`src/rtl/req_encoder_4to2.sv`:
```
// Sequential 4-to-2 encoder: synchronizes active-low requests, latches falling edges as
// sticky pending bits and issues them one at a time on a valid/ack handshake.
// Optional macro ROUND_ROBIN_EN rotates grant priority; default is fixed lowest-index-first.
module req_encoder_4to2 #(
  parameter int unsigned SYNC_STAGES = 2
) (
  input  logic       clk,
  input  logic       rst_n,
  input  logic [3:0] req_n,
  output logic       a0,
  output logic       a1,
  output logic       valid,
  input  logic       ack,
  output logic [3:0] pending,
  output logic       multi
);

  localparam int unsigned NREQ = 4;
  localparam int unsigned IW   = 2;

  typedef enum logic {IDLE, GRANT} state_e;

  logic [NREQ-1:0] sync_q [SYNC_STAGES];
  logic [NREQ-1:0] sync_d [SYNC_STAGES];
  logic [NREQ-1:0] hist_q, hist_d;
  logic [NREQ-1:0] pending_q, pending_d;
  logic [IW-1:0]   idx_q, idx_d;
  logic            valid_q, valid_d;
  logic            multi_q, multi_d;
  state_e          state_q, state_d;
  logic [NREQ-1:0] fall_c;
  logic [NREQ-1:0] clr_c;
  logic [IW-1:0]   start_c;
  logic [IW-1:0]   sel_c;

`ifdef ROUND_ROBIN_EN
  logic [IW-1:0]   last_q, last_d;
  assign start_c = IW'(last_q + IW'(1));
`else
  assign start_c = '0;
`endif

  // First set bit of p found when scanning upward from start, wrapping 3->0.
  function automatic logic [IW-1:0] pick(input logic [NREQ-1:0] p, input logic [IW-1:0] start);
    logic [IW-1:0] c;
    pick = start;
    for (int k = NREQ - 1; k >= 0; k--) begin
      c = IW'(start + IW'(k));
      if (p[c]) pick = c;
    end
  endfunction

  always_comb begin
    sync_d[0] = req_n;
    for (int unsigned i = 1; i < SYNC_STAGES; i++) sync_d[i] = sync_q[i-1];
    hist_d = sync_q[SYNC_STAGES-1];
    fall_c = hist_q & ~sync_q[SYNC_STAGES-1];
  end

  assign sel_c = pick(pending_q, start_c);

  always_comb begin
    state_d = state_q;
    idx_d   = idx_q;
    valid_d = valid_q;
    multi_d = multi_q;
    clr_c   = '0;
`ifdef ROUND_ROBIN_EN
    last_d  = last_q;
`endif
    case (state_q)
      IDLE: begin
        valid_d = 1'b0;
        if (pending_q != '0) begin
          idx_d   = sel_c;
          multi_d = ($countones(pending_q) > 1);
          valid_d = 1'b1;
          state_d = GRANT;
`ifdef ROUND_ROBIN_EN
          last_d  = sel_c;
`endif
        end
      end
      GRANT: begin
        if (ack) begin
          clr_c   = NREQ'(1) << idx_q;
          valid_d = 1'b0;
          multi_d = 1'b0;
          state_d = IDLE;
        end
      end
      default: state_d = IDLE;
    endcase
    // A fresh edge on the bit being cleared must survive the clear.
    pending_d = (pending_q & ~clr_c) | fall_c;
  end

  always_ff @(posedge clk or negedge rst_n) begin
    if (!rst_n) begin
      for (int unsigned i = 0; i < SYNC_STAGES; i++) sync_q[i] <= '1;
      hist_q    <= '1;
      pending_q <= '0;
      idx_q     <= '0;
      valid_q   <= 1'b0;
      multi_q   <= 1'b0;
      state_q   <= IDLE;
`ifdef ROUND_ROBIN_EN
      last_q    <= '1;
`endif
    end else begin
      for (int unsigned i = 0; i < SYNC_STAGES; i++) sync_q[i] <= sync_d[i];
      hist_q    <= hist_d;
      pending_q <= pending_d;
      idx_q     <= idx_d;
      valid_q   <= valid_d;
      multi_q   <= multi_d;
      state_q   <= state_d;
`ifdef ROUND_ROBIN_EN
      last_q    <= last_d;
`endif
    end
  end

  assign a0      = idx_q[0];
  assign a1      = idx_q[1];
  assign valid   = valid_q;
  assign multi   = multi_q;
  assign pending = pending_q;

endmodule

```
`config.mk`:
```
export PLATFORM = sky130hd
export DESIGN_NAME = req_encoder_4to2
export DESIGN_NICKNAME = d
export VERILOG_FILES = /design/src/rtl/req_encoder_4to2.sv
export SDC_FILE = /design/constraint.sdc
export NUM_CORES = 1
export LEC_CHECK = 0
export ABC_AREA = 1
export CAP_MARGIN = 20
export CORE_UTILIZATION = 48
export DETAILED_ROUTE_END_ITERATION = 10
export HOLD_SLACK_MARGIN = 0.02
export PLACE_DENSITY_LB_ADDON = 0.25
export SYNTH_ARGS = -nofsm -noshare
export SYNTH_HDL_FRONTEND = slang
export SYNTH_SLANG_ARGS = --single-unit
export TNS_END_PERCENT = 30
```
`constraint.sdc`:
```
create_clock -name clk -period 1.7 [get_ports clk]
set_input_delay 0.34 -clock clk [delete_from_list [all_inputs] [get_ports clk]]
set_output_delay 0.34 -clock clk [all_outputs]
set_load 0.005 [all_outputs]
```
==> Word level (Yosys, flattened, before mapping) <==
Cells that the tools add are included.
{ "word_totals": {"in_bits": 7, "ff_bits": 21} }
{ "classes": {"shift": 1, "n_lt_le_gt_ge": 1, "addsub": 3, "n_eq_ne": 2, "reduce_logical": 3, "n_bitwise": 6, "mux": 13} }
{ "op_table": {"columns": ["operator", "n"], "rows": [
  ["4-bit AND", 2],
  ["2-bit two-way mux", 4],
  ["4-bit two-way mux", 2],
  ["4-bit NOT", 2],
  ["1-bit one-hot mux with 2 select lines", 3],
  ["1-bit by 1-bit adder with 2-bit output", 2],
  ["1-bit two-way mux", 4],
  ["2-bit inequality test, second input constant", 2],
  ["4-bit bitwise OR", 1],
  ["2-bit AND reduction", 2],
  ["4-bit nonzero test", 1],
  ["1-bit by 2-bit left shift with 4-bit output, first input constant", 1],
  ["2-bit by 2-bit adder with 3-bit output", 1],
  ["3-bit by 1-bit > comparator with 1-bit output, second input constant", 1],
  ["1-bit NOT", 1]
]} }

==> Depth between registers and ports, before layout <==
Gate-level depths: netlist of run 1.
{ "depth": {"ltp_word": 6, "depth_mapped": 6} }

==> Worst setup path after synthesis of run 1 <==
No wires, ideal clock.
{ "synth_timing": {"path_type": "register to register", "from": "register pending_q[0] (netlist: pending[0])", "to": "register multi_q (netlist: multi)", "t_required_ns": 1.584, "path_stages_with_launch": 5, "slack_ns": 0.390, "setup_ns": 0.116, "arrival_ns": 1.194, "n_path_buf": 0, "cell_sequence": "dfrtp_1 > fa_1 > a21o_2 > nand2_1 > nand2_1"} }
{ "synth_between": {"elab_chain_cells": 5, "word_cells_on_any_way": 8, "cone_classes": "add/sub (2); order compare (1); eq/ne (1); mux (2); reduce/logical (2)"} }
{ "synth_lines": {"columns": ["item", "line_no", "source"], "rows": [
  ["start: declaration", "26", "logic [NREQ-1:0] pending_q, pending_d;"],
  ["start signal: assignment", "113", "pending_q <= pending_d;"],
  ["1-bit by 1-bit adder with 2-bit output (implied by the code)", "76", "multi_d = ($countones(pending_q) > 1);"],
  ["2-bit by 2-bit adder with 3-bit output (implied by the code)", "76", null],
  ["3-bit by 1-bit > comparator with 1-bit output", "76", null],
  ["1-bit two-way mux", "74", "if (pending_q != '0) begin"],
  ["1-bit one-hot mux with 2 select lines", "71", "case (state_q)"],
  ["end signal: assignment", "116", "multi_q <= multi_d;"],
  ["end: declaration", "29", "logic multi_q, multi_d;"]
]} }
Parallel ways exist; a longest one is shown, timed or not. The select of a mux whose other input is x is not followed.
A chain may end at the register's enable or synchronous reset.

==> Final worst setup path of run 1 <==
{ "layout_timing": {"from": "register pending_q[3] (netlist: pending[3])", "to": "output port pending[3]"} }
{ "layout_rtl": {"columns": ["item", "line_no", "source"], "rows": [
  ["end: declaration", "14", "output logic [3:0] pending,"]
]} }
No word-level cell between the ends.

==> results.md, run 1 <==
* Total negative slack at 0 ns
* DR iter-0 viols at 3
* Global-route wire length before repair at 1920 um
* Setup violators final at 0
* Dpl hpwl at 798 um
* Routed via count at 492
* Slew Limit Fails at 0
* Multi-input logic area at 190 sq um
* Final hold vios at 0
* Die Y at 42.1 um
* Setup CP Type: reg2out
* PortBufs at 14
* FMAX at 612 MHz
* Period Utilization, post-route at 96.0%
* Storage element area at 543 sq um
* Netlist Area Pre-Place at 772 sq um
* CTS tree: built
* Die X at 42.1 um
* MaxCap Viol Count at 0
* Place WS at 0.315 ns
* Crit path required time at 1.36 ns
* Largest net degree at the start of global routing at 22
* Clk network pwr share at 17.0%
* Sw frac at 30.7%
* Setup crit end kind: output port
* Layout cells sized above 1 at 25.3%
* FF+latch count, synth at 21
* Max FO, Critical Path at 5
* Worst-Skew Late Latency at 0.30 ns
* # clock sinks at 21
* Routed Antenna Nets at 0
* Slew @ Worst Pin at 0.239 ns
* Post-Syn Area per Cell at 11.4 sq um
* Number of I/O pins at 15
* Buffer and inverter count on the worst path at 1
* Gr ovfl total at 0
* Final #Nets at 97
* Comb power frac at 29.8%
* CP arrival at 1.29 ns
* DR pass1 iterations at 3
* RSZ-0062 raised after global routing: false
* Placer congestion estimate at 0.788
* Outcome: completed
* Tmin final at 1.63 ns
* Longest Clk Path Bufs at 2
* Via-per-instance ratio at 4.78
* Syn Nets at 77
* CP max stage delay at 0.53 ns
* Row cnt at 14
* Cell Chain, Critical Path: clkdlybuf4s50_1
* Sw power at 410 uW
* Core Area at 1510 sq um
* CP startpoint kind: flop
* Clk Tree Root Cell: clkbuf_4
* Synth warn at 0
* Int Pwr at 924 uW
* Die Area at 1770 sq um
* VDD IR max at 0.966 mV
* Clk slew on worst S/H paths at 0.11 ns
* Distinct cells, synth at 15
* Tot GR Track Use at 15.7%
* Num CTS Buffers at 3
* # diodes at 0
* Remaining DRCs at 0
* Flop pwr share at 53.2%
* Antenna violations before repair at 0
* Hold WC Path Type: in2async
* Vias in the first global route at 428
* Pwr dens at 1380 nW/um^2
* Clk_skew at 0.00159 ns
* WL/cell at 10.5 um
* Leakage at 0.444 nW
* Relative slew slack at 84.1%
* Slowest CP cell: clkdlybuf4s50_1
* Sequential fraction of the synthesis area at 70.0%
* R2R Setup Slk at 0.33 ns
* Routed WL at 1080 um
* Cells after Synth at 68
* Area Growth Syn to Fin at 25.6%
* CP delay by family, top: buffers and inverters
* Starting Density at 51.2%
* H-tree depth at 1
* Filler Cells Inserted at 126
* Final setup margin at 0.0672 ns
[metrics by stage]
| stage | cells | cell area, sq um | hold WS, ns | power (mW) | utilization, % |
|---|---|---|---|---|---|
| 3_5_place_dp | 99 | 940 | 0.347 | 1.12 | 62.4 |
| 3_3_place_gp | 99 | 940 | 0.346 | 1.11 | 62.4 |
| 5_1_grt | 103 | 970 | 0.366 | 1.45 | 64.4 |
| 2_1_floorplan | 68 | 772 | 0.0444 | 0.895 | - |
| 4_1_cts | 103 | 967 | 0.346 | 1.35 | 64.2 |
| 6_report | 103 | 970 | 0.354 | 1.33 | 64.4 |
[logic make-up (layout without fill, tap and decap cells)]
kind of cell | Yosys count | count (layout) | synth area share (%)
AO/OA/AOI/OAI | 12 | 12 | 8.27
adder cells (fa/ha/maj) | 2 | 2 | 4.21
buffers and inverters | 11 | 30 | 5.35
flip-flops | 21 | 21 | 70.0
AND/OR/NAND/NOR | 22 | 22 | 12.2
[power by group through the flow]
stage	clock network [mW]	registers, mW	logic (mW)
finish	0.227	0.710	0.397
global route	0.260	0.729	0.464
CTS	0.242	0.709	0.404
detailed placement	0	0.719	0.403
global placement	0	0.710	0.395
floorplan	0	0.706	0.189
[synth_stat cells]
cell type	instances	share of area (%)
a21oi_1	2	1.3
and2_1	1	0.81
o21ai_0	8	5.2
dfrtp_1	9	29
a21o_2	1	1.1
dfstp_2	12	41
fa_1	1	2.6
nand2_2	1	0.81
ha_1	1	1.6
inv_1	11	5.3
nor2_2	1	0.81
nand2_1	17	8.3
nor3_1	1	0.65
o21ai_1	1	0.65
or2_1	1	0.81
[metal layers]
| layer | up-vias | share of wire (%) | track usage, % |
|---|---|---|---|
| met1 | 227 | 49 | 20.8 |
| li1 | 249 | - | - |
| met5 | - | 0 | 0 |
| met2 | 12 | 43 | 20.6 |
| met4 | 0 | 4.8 | 15.0 |
| met3 | 4 | 3.1 | 3.88 |
[area by class of cell]
type	instances	area share [%]
clock buffer	3	2.32
clock inverter	1	0.516
inverter	11	4.26
multi-input combinational	36	19.6
sequential	21	56.0
tap	16	2.06
timing repair buffer	15	15.2
[placed cells by master (no fill, tap or decap)]
cell type and n:
dfrtp_2 2, nand2_2 1, and2_1 1, fa_1 1
clkinv_2 1, a21oi_1 2, dfstp_2 12, inv_1 11
nor2_2 1, o21ai_1 1, ha_1 1, dfrtp_1 7
buf_4 1, clkdlybuf4s50_1 14, clkbuf_4 3, nor3_1 1
nand2_1 17, a21o_2 1, or2_1 1, o21ai_0 8
[flip-flops by register name, indices dropped and copies added (netlist names)]
name	flops
state_q	1
pending	4
hist_q	4
idx_q	2
multi	1
sync_d	4
hist_d	4
valid	1
[path summary, 6_finish.rpt]
| kind | startpoint | endpoint | depth (start not counted) |
|---|---|---|---|
| min in group clk | sync_d[1]$_DFF_PN1_ | hist_d[1]$_DFF_PN1_ | 0 |
| worst min-delay path | rst_n | pending[1]$_DFF_PN0_ | 2 |
| worst max-delay path | pending[3]$_DFF_PN0_ | pending[3] | 1 |
| worst max register to register | pending[0]$_DFF_PN0_ | multi$_DFFE_PN0P_ | 4 |
| worst min register to register | sync_d[1]$_DFF_PN1_ | hist_d[1]$_DFF_PN1_ | 0 |
| max in group asynchronous | rst_n | sync_d[2]$_DFF_PN1_ | 2 |
[what timing repair did]
| action | CTS | global route |
|---|---|---|
| buffers inserted | 0 | 0 |
| hold buffers | 0 | 0 |
| endpoints found under the hold margin | 0 | 0 |
| setup endpoints to repair | 0 | 2 |
| resized for setup | 0 | 2 |
No activity file was read; power rests on OpenSTA's default activity.
==> run 2, diff against run 1 <==
- MAX_ROUTING_LAYER: default -> met4
==> results.md, run 2 (same netlist as run 1, synthesis figures left out) <==
* CTS tree: built
* Remaining DRCs at 0
* PortBufs at 14
* VDD IR max at 0.966 mV
* Die Y at 42.1 um
* Num CTS Buffers at 3
* Met1 Wirelength at 520 um
* Post-route insts no fill at 103
* Final hold vios at 0
* Routed Antenna Nets at 0
* Most common cell after layout, fill and taps aside: nand2_1
* Slew @ Worst Pin at 0.239 ns
* Setup violators final at 0
* Starting Density at 51.2%
* Leakage at 0.444 nW
* Setup Fix Bufs, Post-CTS at 0
* Hold WC Path Type: in2async
* Via-per-instance ratio at 4.78
* Period Utilization, post-route at 96.0%
* DR pass1 iterations at 3
* Gr ovfl total at 0
* Routed via count at 492
* Outcome: completed
* Setup CP Type: reg2out
* Commonest cells after routing, fill and taps aside: nand2_1 (17), clkdlybuf4s50_1 (14), dfstp_2 (12)
* CP max stage delay at 0.53 ns
* Crit path required time at 1.36 ns
* Comb power frac at 29.8%
* Area Growth Syn to Fin at 25.6%
* Longest Clk Path Bufs at 2
* Slew Limit Fails at 0
* Routed WL at 1070 um
* # diodes at 0
* Int Pwr at 924 uW
* Clk network pwr share at 17.0%
* Dpl hpwl at 798 um
* Antenna violations before repair at 0
* Final setup margin at 0.0672 ns
* Clk Tree Root Cell: clkbuf_4
* Total power at 1.33 mW
* FMAX at 612 MHz
* Slowest CP cell: clkdlybuf4s50_1
* Layout cells sized above 1 at 25.3%
* CP delay by family, top: buffers and inverters
* Die X at 42.1 um
* Placed Cells at 99
* Cell Chain, Critical Path: clkdlybuf4s50_1
* CP arrival at 1.29 ns
* Max Used Layer: met4
* Global-route wire length before repair at 1900 um
* Worst-Skew Late Latency at 0.30 ns
* Place WS at 0.315 ns
* Clk_skew at 0.00179 ns
* WL/cell at 10.3 um
* MaxCap Viol Count at 0
* Max FO, Critical Path at 5
* H-tree depth at 1
* DR iter-0 viols at 3
* Met2 wire len at 460 um
* Sw power at 410 uW
* Vias in the first global route at 428
* Number of I/O pins at 15
* Buffer and inverter count on the worst path at 1
* Flop pwr share at 53.2%
* Pwr dens at 1380 nW/um^2
* Wire length on met3 at 33 um
* Sw frac at 30.7%
* Hold_ws at 0.354 ns
* Row cnt at 14
* RSZ-0062 raised after global routing: false
* # clock sinks at 21
* Tot GR Track Use at 16.0%
* Final #Nets at 97
* Largest net degree at the start of global routing at 22
* Core Area at 1510 sq um
* Clk slew on worst S/H paths at 0.11 ns
* Total negative slack at 0 ns
* Setup crit end kind: output port
* Placer congestion estimate at 0.799
* Number of hold buffers added after CTS at 0
* Die Area at 1770 sq um
* Relative slew slack at 84.1%
* CP startpoint kind: flop
* Tmin final at 1.63 ns
[run 2: cell counts in the layout (fill, tap and decap cells not counted)]
Identical to the previous run, type by type.
[run 2: metrics by stage]
stage / area (sq um) / utilization, %
2_1_floorplan: 772 / -
3_3_place_gp: 940 / 62.4
3_5_place_dp: 940 / 62.4
4_1_cts: 967 / 64.2
5_1_grt: 970 / 64.4
6_report: 970 / 64.4
[run 2: cell type report]
| type | count | area, sq um |
|---|---|---|
| Sequential cell | 21 | 543 |
| Fill cell | 126 | 537 |
| Multi-Input combinational cell | 36 | 190 |
| Timing Repair Buffer | 15 | 148 |
| Inverter | 11 | 41.3 |
| Clock buffer | 3 | 22.5 |
| Tap cell | 16 | 20.0 |
| Clock inverter | 1 | 5.00 |
[run 2: repair_timing]
item,in CTS,in global routing
endpoints found under the setup margin,0,2
resized for setup,0,2
endpoints found under the hold margin,0,0
[run 2: worst paths after layout]
path,start,end,slack [ns],cells past startpoint
max,pending[3]$_DFF_PN0_,pending[3],0.07,1
min,rst_n,pending[1]$_DFF_PN0_,0.35,2
max reg2reg,pending[0]$_DFF_PN0_,multi$_DFFE_PN0P_,0.33,4
min reg2reg,sync_d[1]$_DFF_PN1_,hist_d[1]$_DFF_PN1_,0.36,0
max in group asynchronous,rst_n,hist_q[2]$_DFF_PN1_,1.08,2
min in group clk,sync_d[1]$_DFF_PN1_,hist_d[1]$_DFF_PN1_,0.36,0
[run 2: power by group through the flow]
stage | combinational, mW | clock (mW) | sequential [mW]
6_report | 0.397 | 0.227 | 0.710
5_1_grt | 0.464 | 0.258 | 0.730
4_1_cts | 0.404 | 0.242 | 0.709
3_5_place_dp | 0.403 | 0 | 0.719
3_3_place_gp | 0.395 | 0 | 0.710
2_1_floorplan | 0.189 | 0 | 0.706
[run 2: routing by layer]
metal  vias up  global-route usage [%]
met5         -                       -
met4         0                    15.0
met3         4                    3.88
met2        12                    20.6
met1       227                    20.5
li1        249                       -
